==> config.mk <==
export PLATFORM = sky130hd
export DESIGN_NAME = pipe_stage_reg
export DESIGN_NICKNAME = d
export VERILOG_FILES = /design/src/rtl/pipe_stage_reg_pkg.sv /design/src/rtl/pipe_stage_reg_sat_counter.sv /design/src/rtl/pipe_stage_reg.sv
export SDC_FILE = /design/constraint.sdc
export NUM_CORES = 1
export LEC_CHECK = 0
export CAP_MARGIN = 20
export CORE_MARGIN = 5
export CORE_UTILIZATION = 50
export DETAILED_ROUTE_END_ITERATION = 8
export PLACE_DENSITY = 0.78
export RECOVER_POWER = 25
export SYNTH_ARGS = -nofsm -noshare
export SYNTH_HDL_FRONTEND = slang
export SYNTH_HIERARCHICAL = 1
export SYNTH_SLANG_ARGS = --single-unit
==> constraint.sdc <==
create_clock -name clk -period 7.6 [get_ports clk]
set_input_delay 1.52 -clock clk [delete_from_list [all_inputs] [get_ports clk]]
set_output_delay 1.52 -clock clk [all_outputs]
set_load 0.1 [all_outputs]
==> src/rtl/pipe_stage_reg_pkg.sv <==
// Shared pipeline-register definitions: occupancy state encoding and nop payload fill.
package pipe_stage_reg_pkg;

  typedef enum logic [1:0] {
    PSR_EMPTY = 2'd0,
    PSR_ONE   = 2'd1,
    PSR_FULL  = 2'd2
  } psr_state_e;

  // Bubbles carry an all-zero payload, which decodes as a nop downstream.
  localparam logic PSR_NOP_BIT = 1'b0;

  function automatic logic [1:0] psr_occ(input psr_state_e s);
    case (s)
      PSR_ONE:  return 2'd1;
      PSR_FULL: return 2'd2;
      default:  return 2'd0;
    endcase
  endfunction

endpackage

==> src/rtl/pipe_stage_reg_sat_counter.sv <==
// Saturating event counter adding 0..3 per cycle; shared with the performance counters.
module sat_counter #(
  parameter int unsigned CW = 8
) (
  input  logic          clk,
  input  logic          rst_n,
  input  logic [1:0]    inc,
  input  logic          clr,
  output logic [CW-1:0] count
);

  localparam logic [CW+1:0] MAX = {2'b00, {CW{1'b1}}};

  logic [CW+1:0] sum;
  logic [CW-1:0] count_d, count_q;

  always_comb begin
    sum = {2'b00, count_q} + {{CW{1'b0}}, inc};
    if (clr)
      count_d = '0;
    else if (sum > MAX)
      count_d = MAX[CW-1:0];
    else
      count_d = sum[CW-1:0];
  end

  always_ff @(posedge clk or negedge rst_n) begin
    if (!rst_n) count_q <= '0;
    else        count_q <= count_d;
  end

  assign count = count_q;

endmodule

==> src/rtl/pipe_stage_reg.sv <==
// Generic inter-stage pipeline register with valid/ready handshake, optional skid
// entry, synchronous flush to nop payload and a saturating squash counter.
module pipe_stage_reg
  import pipe_stage_reg_pkg::*;
#(
  parameter int unsigned DW   = 64,
  parameter bit          SKID = 1'b1,
  parameter int unsigned CW   = 8
) (
  input  logic          clk,
  input  logic          reset_n,
  input  logic          s_valid,
  output logic          s_ready,
  input  logic [DW-1:0] s_data,
  output logic          m_valid,
  input  logic          m_ready,
  output logic [DW-1:0] m_data,
  input  logic          flush,
  output logic [1:0]    occ,
  output logic [CW-1:0] flush_cnt
);

  localparam logic [DW-1:0] NOP = {DW{PSR_NOP_BIT}};

  logic       in_hs, out_hs;
  logic [1:0] flush_inc;

  assign in_hs  = s_valid && s_ready;
  assign out_hs = m_valid && m_ready;

  // The entry delivered downstream in the flush cycle is not squashed, so it is not counted.
  assign flush_inc = flush ? (occ - {1'b0, out_hs} + {1'b0, in_hs}) : 2'd0;

  generate
    if (SKID) begin : g_skid
      psr_state_e    state_q, state_d;
      logic [DW-1:0] main_q, main_d, skid_q, skid_d;
      logic          rdy_q;

      always_comb begin
        state_d = state_q;
        main_d  = main_q;
        skid_d  = skid_q;
        if (flush) begin
          state_d = PSR_EMPTY;
          main_d  = NOP;
          skid_d  = NOP;
        end else begin
          case (state_q)
            PSR_EMPTY: if (in_hs) begin
              state_d = PSR_ONE;
              main_d  = s_data;
            end
            PSR_ONE: begin
              if (out_hs && in_hs) begin
                main_d = s_data;
              end else if (out_hs) begin
                state_d = PSR_EMPTY;
                main_d  = NOP;
              end else if (in_hs) begin
                state_d = PSR_FULL;
                skid_d  = s_data;
              end
            end
            PSR_FULL: if (out_hs) begin
              state_d = PSR_ONE;
              main_d  = skid_q;
              skid_d  = NOP;
            end
            default: begin
              state_d = PSR_EMPTY;
              main_d  = NOP;
              skid_d  = NOP;
            end
          endcase
        end
      end

      always_ff @(posedge clk or negedge reset_n) begin
        if (!reset_n) begin
          state_q <= PSR_EMPTY;
          main_q  <= '0;
          skid_q  <= '0;
          rdy_q   <= 1'b1;
        end else begin
          state_q <= state_d;
          main_q  <= main_d;
          skid_q  <= skid_d;
          rdy_q   <= (state_d != PSR_FULL);
        end
      end

      assign s_ready = rdy_q;
      assign m_valid = (state_q != PSR_EMPTY);
      assign m_data  = main_q;
      assign occ     = psr_occ(state_q);
    end else begin : g_single
      logic          valid_q, valid_d;
      logic [DW-1:0] main_q, main_d;

      always_comb begin
        valid_d = valid_q;
        main_d  = main_q;
        if (flush) begin
          valid_d = 1'b0;
          main_d  = NOP;
        end else if (in_hs) begin
          valid_d = 1'b1;
          main_d  = s_data;
        end else if (out_hs) begin
          valid_d = 1'b0;
          main_d  = NOP;
        end
      end

      always_ff @(posedge clk or negedge reset_n) begin
        if (!reset_n) begin
          valid_q <= 1'b0;
          main_q  <= '0;
        end else begin
          valid_q <= valid_d;
          main_q  <= main_d;
        end
      end

      assign s_ready = !valid_q || m_ready;
      assign m_valid = valid_q;
      assign m_data  = main_q;
      assign occ     = {1'b0, valid_q};
    end
  endgenerate

  sat_counter #(.CW(CW)) u_flush_cnt (
    .clk   (clk),
    .rst_n (reset_n),
    .inc   (flush_inc),
    .clr   (1'b0),
    .count (flush_cnt)
  );

endmodule

==> impl_metrics.yaml, run 1 <==
sta:
  fin_crit_sh_pct: 61.4
  setup_tns_ns: 0
  relSlewSlack_pct: -124
  finalClockSkew_ns: 0.00614
  final_hold_viol_count: 0
  timing.fmax_mhz: 214
  finalMaxSlewViolations: 63
  worstMarginPinSlew_ns: 3.36
  finalSetupViolations: 0
  finalCriticalPeriod_ns: 4.67
  rsz0062_at_grt: "no"
min_path:
  hp-class: "flip-flop to flip-flop"
  min_path_cells: 2
  min_to: "g_skid.skid_q[44]"
  hp-start: "g_skid.skid_q[44]"
floorplanning:
  start_util_pct: 50.4
  rows: 44
  core_area_sq_um: 14400
  io_pins: 145
  dieArea_sq_um: 17100
  die_h_um: 131
  die_w_um: 131
placed_design:
  hpwl_um: 12100
  gp_congestion: 0.827
  dpl_cell_area_sq_um: 8650
  place.port_buffers: 144
clocking:
  clk_pin_slew_ns: 0.05
  cts_tree: "built"
  cts.hold.buffers_added: 0
  post_cts_resized: 0
  insertion_delay_ns: 0.41
  clkSinkCount: 139
  cts_setup_buffers: 0
  clockBufferDepth: 2
  root_buffer: "clkbuf_16"
  cts_max_level: 4
  cts_buffers: 17
synth:
  ys.flop_type: "dfrtp_1"
  synth_top_family_by_area: "compound AO/OA/AOI/OAI gates"
  yosysSeqAreaShare_pct: 47.8
  synth_mux_area_share_pct: 0
  yosys.area_share.simple_pct: 8.45
  synth_fa_ha_area_share_pct: 1.14
  postSynthAreaPerCell_sq_um: 10.8
  async_flop_share_pct: 100
  syn-num-nets: 749
  ys_ff_latch: 139
  netlist_instances: 674
  syn_area_sq_um: 7270
  synth_edf_count: 0
  yosys_warnings: 6
  synth_compound_area_share_pct: 33.3
  ys_types: 43
  synthXorXnorAreaFrac_pct: 0.361
pwr:
  power.leakage_nw: 3.74
  vdd_drop_max_uv: 202
  power.density_nw_per_um2: 254
detailed_routing:
  detail_route.iter0.violations: 817
  num_vias: 6216
  wl_per_cell_um: 22.1
  wl_um: 21100
  drt-vias-per-instance: 6.50
  firstDrtPassIters: 5
  drt.antenna.violating_nets: 0
  drc: 0
cells_and_area:
  nFillCells: 1140
  design_area_sq_um: 9190
  nets: 837
  final_cell_mix: "clkdlybuf4s50_1 (142), dfrtp_1 (138), inv_1 (67)"
  mostFrequentLayoutCell: "clkdlybuf4s50_1"
  final_layout_size_suffix_gt1_share_pct: 14.6
  area.growth.synth_to_final_pct: 26.3
  antenna_cells: 0
global_route:
  grt_pass1_vias: 6431
  antenna_found_initial: 0
  grt_max_degree: 131
  grt_pass1_wl_um: 33800
  overflow: 0
  grt_use_total_pct: 25.0
outcome:
  status: "complete, but fails checks"
  violations: "capacitance limit, slew limit"
setup_path:
  reg2reg_depth: 7
  cp.required_ns: 8.17
  cp-end-kind: "async pin"
  cp-start-kind: "primary input"
  r2r-end: "m_data[0]"
  r2r-start: "g_skid.state_q[0]"
  critPathArrivalTime_ns: 5.24
  r2r_slack_ns: 4.23
  worstPathMaxFanout: 62
  crit_type: "primary input to async pin"
job:
  drv_cap: 1
[cells by family after synthesis]
family                     after synthesis
AOI/OAI and AO/OA                      273
adders and majority gates                6
buffers and inverters                  154
xor gates and xnor gates                 3
and+or+nand+nor                         98
other                                    1
DFF                                    139
[through the flow]
stage / cells / worst slack, ns / hold slack (ns) / total power, mW / util (%)
2_1_floorplan: 674 / 3.94 / 0.519 / 1.40 / -
3_3_place_gp: 926 / 3.05 / 0.536 / 1.59 / 60.0
3_5_place_dp: 926 / 2.89 / 0.543 / 1.60 / 60.0
4_1_cts: 955 / 3.32 / 0.558 / 2.34 / 63.6
5_1_grt: 956 / 2.17 / 0.582 / 2.42 / 63.7
6_report: 956 / 2.93 / 0.554 / 2.33 / 63.7
[layer usage]
layer,wire [um],vias up,global-route usage [%]
met2,10100,300,38.9
met4,202,0,7.26
li1,-,2774,-
met1,9000,3121,34.7
met3,1850,21,6.75
met5,0,-,0
[Yosys cell counts (2+ instances only)]
master	number	area (sq um)
nor2b_1	2	12.5
nand2_1	6	22.5
a31oi_1	65	407
o32ai_1	64	561
buf_1	8	30.0
nand2b_1	65	407
clkbuf_1	59	221
nor3_1	3	15.0
buf_6	7	78.8
ha_1	5	62.6
and4_1	2	17.5
nor2_1	5	18.8
a32oi_1	64	561
and4_4	2	22.5
a211oi_2	60	751
a21oi_1	9	45.0
dfrtp_1	138	3450
buf_2	11	55.1
xnor2_1	2	17.5
a211oi_1	4	30.0
inv_1	68	255
and2_1	4	25.0
[worst max path at each step]
stage | from | end | slack [ns] | depth (start not counted)
finish | reset_n | u_flush_cnt/count[1] | 2.93 | 3
global route | reset_n | m_data[59] | 2.17 | 3
CTS | m_ready | m_data[62] | 3.32 | 7
detailed placement | m_ready | m_data[7] | 2.89 | 7
global placement | m_ready | m_data[1] | 3.05 | 7
floorplan | g_skid.state_q[0] | u_flush_cnt/count[3] | 3.94 | 9
[worst max-delay path, cell delays in order]
cell	delay, ns
clkbuf_1	2.33
clkbuf_1	0.97
buf_16	0.35
[registers in the layout (all words and copies together), names as in the netlist]
name,flops
g_skid.state_q,2
s_ready,1
m_data,64
g_skid.skid_q,64
u_flush_cnt/count,8
[power breakdown]
part | internal (mW) | leakage, nW | switching (mW)
sequential | 0.794 | 1.87 | 0.0410
combinational | 0.207 | 1.61 | 0.555
clock | 0.454 | 0.259 | 0.284
total | 1.45 | 3.74 | 0.880
[area by class of cell]
class / count / area [sq um] / share of cell area, %
well taps: 184 / 230 / 2.51
clock inverters: 2 / 10.0 / 0.109
multi-input cells: 381 / 3170 / 34.5
inverters: 68 / 255 / 2.78
flip-flops and latches: 139 / 3480 / 37.9
repair buffers: 155 / 1540 / 16.7
clock buffers: 27 / 513 / 5.58
Note: power is estimated with default switching activity, not from simulation.
==> run 2, diff against run 1 <==
==> constraint.sdc (replaced) <==
create_clock -name clk -period 4.8 [get_ports clk]
set_input_delay 0.96 -clock clk [delete_from_list [all_inputs] [get_ports clk]]
set_output_delay 0.96 -clock clk [all_outputs]
set_load 0.1 [all_outputs]
==> impl_metrics.yaml, run 2 (synthesis gave the netlist of run 1 again) <==
cells_and_area:
  design_area_sq_um: 9350
  nFillCells: 1127
  final_cell_mix: "clkdlybuf4s50_1 (142), dfrtp_1 (138), inv_1 (67)"
  antenna_cells: 0
  area.growth.synth_to_final_pct: 28.5
  nets: 837
  mostFrequentLayoutCell: "clkdlybuf4s50_1"
  final_layout_size_suffix_gt1_share_pct: 15.6
sta:
  fin_crit_sh_pct: 73.4
  fin_ws_ns: 1.28
  worstMarginPinSlew_ns: 2.93
  finalSetupViolations: 0
  rsz0062_at_grt: "no"
  relSlewSlack_pct: -95.2
  finalMaxSlewViolations: 52
  finalClockSkew_ns: 0.00840
  final_hold_viol_count: 0
  timing.fmax_mhz: 284
  setup_tns_ns: 0
  finalCriticalPeriod_ns: 3.52
setup_path:
  cp-start-kind: "flip-flop"
  cp.required_ns: 3.84
  cp_slowest_stage_delay_ns: 1.21
  crit_type: "flip-flop to output port"
  cp-end-kind: "output port"
  worstPathMaxFanout: 9
  critPathSlowestCell: "clkdlybuf4s50_1"
  critPathArrivalTime_ns: 2.56
  cp_cell_sequence: "nor2b_1, clkdlybuf4s50_1"
global_route:
  grt_pass1_vias: 6332
  antenna_found_initial: 0
  grt_max_degree: 115
  grt_pass1_wl_um: 33400
  overflow: 0
  grt_use_total_pct: 25.0
clocking:
  cts_tree: "built"
  cts_setup_buffers: 0
  cts_max_level: 4
  post_cts_resized: 0
  root_buffer: "clkbuf_16"
  clk_pin_slew_ns: 0.05
  cts_buffers: 17
  cts.hold.buffers_added: 0
  insertion_delay_ns: 0.43
  clockBufferDepth: 2
  clkSinkCount: 139
floorplanning:
  die_w_um: 131
  dieArea_sq_um: 17100
  rows: 44
  die_h_um: 131
  io_pins: 145
  start_util_pct: 50.4
  core_area_sq_um: 14400
placed_design:
  hpwl_um: 12000
  gp_congestion: 0.907
  dpl_cell_area_sq_um: 8690
  pre_cts_slack_ns: 0.985
  place.port_buffers: 144
pwr:
  vdd_drop_max_uv: 267
  power.density_nw_per_um2: 424
  power.leakage_nw: 3.82
detailed_routing:
  firstDrtPassIters: 5
  num_vias: 6227
  detail_route.iter0.violations: 695
  drc: 0
  wl_per_cell_um: 21.8
  drt-vias-per-instance: 6.49
  drt.antenna.violating_nets: 0
  wl_um: 20900
job:
  drv_cap: 1
outcome:
  violations: "capacitance limit, slew limit"
  status: "complete, but fails checks"
min_path:
  hp-class: "flip-flop to flip-flop"
==> run 2: worst max-delay path: cells and delay by family (launching register included) <==
kind	cells	cell delay, ns
flip-flops	1	0.53
buffers and inverters	1	1.21
AND/OR/NAND/NOR	1	0.39
==> run 2: per-layer routing <==
layer	share of wire, %	global-route usage, %	vias up
met5	0	0	-
met4	1.0	7.92	0
met2	47	38.3	274
met3	7.9	5.89	19
met1	44	35.3	3157
li1	-	-	2777
==> run 2: cell type report <==
| cell class | count | area [sq um] | share of cell area [%] |
|---|---|---|---|
| Sequential cell | 139 | 3480 | 37.2 |
| Clock buffer | 19 | 443 | 4.74 |
| Tap cell | 184 | 230 | 2.46 |
| Multi-Input combinational cell | 381 | 3170 | 33.9 |
| Inverter | 68 | 255 | 2.73 |
| Timing Repair Buffer | 155 | 1580 | 16.9 |
| Clock inverter | 13 | 198 | 2.11 |
==> run 2: worst paths after layout <==
| check | from | end | slack (ns) | cells after the start |
|---|---|---|---|---|
| max in group asynchronous | reset_n | s_ready | 1.53 | 3 |
| setup / recovery | g_skid.state_q[0] | occ[0] | 1.28 | 2 |
| hold reg to reg | g_skid.skid_q[17] | g_skid.skid_q[17] | 0.55 | 2 |
| setup reg to reg | g_skid.state_q[0] | u_flush_cnt/count[5] | 1.70 | 12 |
| hold / removal | g_skid.skid_q[17] | g_skid.skid_q[17] | 0.55 | 2 |
| min in group asynchronous | reset_n | m_data[19] | 1.48 | 1 |
==> run 2: where the power goes <==
group	internal [mW]	leakage (nW)	switching, mW
clock	0.931	0.320	0.504
sequential	1.26	1.87	0.0602
combinational	0.331	1.63	0.881
==> run 2: through the flow <==
step                std cells  hold slack [ns]  total power [mW]  utilization (%)
floorplan                 674            0.519              2.22                -
global placement          925            0.535              2.52             60.1
detailed placement        926            0.542              2.54             60.2
CTS                       958            0.559              3.98             64.7
global route              959            0.570              4.10             64.8
finish                    959            0.555              3.96             64.8
==> run 3, diff against run 2 <==
==> constraint.sdc (replaced) <==
create_clock -name clk -period 3.45 [get_ports clk]
set_input_delay 0.69 -clock clk [delete_from_list [all_inputs] [get_ports clk]]
set_output_delay 0.69 -clock clk [all_outputs]
set_load 0.1 [all_outputs]
==> impl_metrics.yaml, run 3 (synthesis gave the netlist of run 1 again) <==
setup_path:
  crit_end: "u_flush_cnt/count[3]"
  cp.required_ns: 3.78
  crit_type: "flip-flop to flip-flop"
  r2r-end: "u_flush_cnt/count[3]"
  crit_path_start: "g_skid.state_q[0]"
  cp-end-kind: "flip-flop"
  critPathArrivalTime_ns: 3.37
  worstPathMaxFanout: 9
  r2r_slack_ns: 0.41
  cp-start-kind: "flip-flop"
  r2r-start: "g_skid.state_q[0]"
  reg2reg_depth: 12
detailed_routing:
  num_vias: 6249
  wl_um: 21000
  drc: 0
  drt.antenna.violating_nets: 0
  wl_per_cell_um: 21.8
  firstDrtPassIters: 5
  drt-vias-per-instance: 6.50
  detail_route.iter0.violations: 668
sta:
  fin_crit_sh_pct: 88.2
  final_hold_viol_count: 0
  finalClockSkew_ns: 0.00488
  finalSetupViolations: 0
  finalMaxSlewViolations: 85
  relSlewSlack_pct: -46.6
  setup_tns_ns: 0
  rsz0062_at_grt: "no"
  finalCriticalPeriod_ns: 3.04
  worstMarginPinSlew_ns: 2.20
  timing.fmax_mhz: 329
global_route:
  grt_max_degree: 132
  grt_use_total_pct: 24.9
  overflow: 0
  grt_pass1_vias: 6395
  grt_pass1_wl_um: 33700
  antenna_found_initial: 0
floorplanning:
  dieArea_sq_um: 17100
  start_util_pct: 50.4
  io_pins: 145
  die_h_um: 131
  rows: 44
  core_area_sq_um: 14400
  die_w_um: 131
placed_design:
  gp_congestion: 0.839
  place.port_buffers: 144
  dpl_cell_area_sq_um: 8670
  hpwl_um: 12500
cells_and_area:
  nets: 840
  final_layout_size_suffix_gt1_share_pct: 19.0
  area.growth.synth_to_final_pct: 27.5
  antenna_cells: 0
  final_cell_mix: "dfrtp_1 (138), clkdlybuf4s50_1 (115), inv_1 (67)"
  design_area_sq_um: 9270
  mostFrequentLayoutCell: "dfrtp_1"
outcome:
  violations: "capacitance limit, slew limit"
  status: "complete, but fails checks"
clocking:
  clockBufferDepth: 2
  clk_pin_slew_ns: 0.06
  insertion_delay_ns: 0.42
  root_buffer: "clkbuf_16"
  post_cts_resized: 0
  cts_max_level: 4
  cts.hold.buffers_added: 0
  clkSinkCount: 139
  cts_buffers: 17
  cts_tree: "built"
  cts_setup_buffers: 0
pwr:
  vdd_drop_max_uv: 321
  power.density_nw_per_um2: 585
  power.leakage_nw: 3.85
job:
  drv_cap: 1
min_path:
  hp-class: "flip-flop to flip-flop"
==> run 3: worst min-delay path by stage <==
stage / end / depth (start not counted) / slack [ns] / start
3_5_place_dp: g_skid.skid_q[0] / 2 / 0.54 / g_skid.skid_q[0]
5_1_grt: g_skid.skid_q[9] / 2 / 0.57 / g_skid.skid_q[9]
2_1_floorplan: g_skid.skid_q[0] / 0 / 0.39 / reset_n
6_report: g_skid.skid_q[0] / 2 / 0.56 / g_skid.skid_q[0]
4_1_cts: m_data[10] / 1 / 0.37 / reset_n
3_3_place_gp: g_skid.skid_q[51] / 2 / 0.54 / g_skid.skid_q[51]
==> run 3: per-layer routing <==
layer / routed length, um / up-vias / global-route usage [%]
li1: - / 2783 / -
met2: 10100 / 302 / 39.7
met4: 518 / 0 / 10.6
met1: 8960 / 3125 / 33.4
met3: 1430 / 39 / 5.00
met5: 0 / - / 0
==> run 3: metrics by stage <==
stage	setup slack, ns	utilization [%]	hold WS, ns	power (mW)	cells
2_1_floorplan	0.314	-	0.394	3.08	674
3_3_place_gp	0.162	60.1	0.536	3.50	930
3_5_place_dp	0.0813	60.1	0.543	3.53	930
4_1_cts	0.383	64.3	0.366	5.45	962
5_1_grt	0.180	64.3	0.570	5.61	962
6_report	0.406	64.3	0.557	5.43	962
==> run 3: critical path: stages, from the launching register on <==
cell and delay (ns):
dfrtp_1 0.49, or2_2 0.34, and2_1 0.19, ha_1 0.27, inv_1 0.04, ha_1 0.17
xnor2_1 0.18, xnor2_1 0.13, and2_1 0.19, fa_1 0.35, and4_4 0.30, nand2_1 0.07
a311oi_2 0.25
==> run 3: area by class of cell <==
cell class              instances  area, sq um
inverters                      68          255
well taps                     184          230
flip-flops and latches        139         3480
clock inverters                 7          138
fillers                      1115         5150
clock buffers                  25          475
multi-input cells             381         3170
repair buffers                158         1530
==> run 3: where the power goes <==
group / switching, mW / internal [mW]
registers: 0.0820 / 1.75
clock network: 0.676 / 1.25
logic: 1.22 / 0.452
total: 1.98 / 3.45
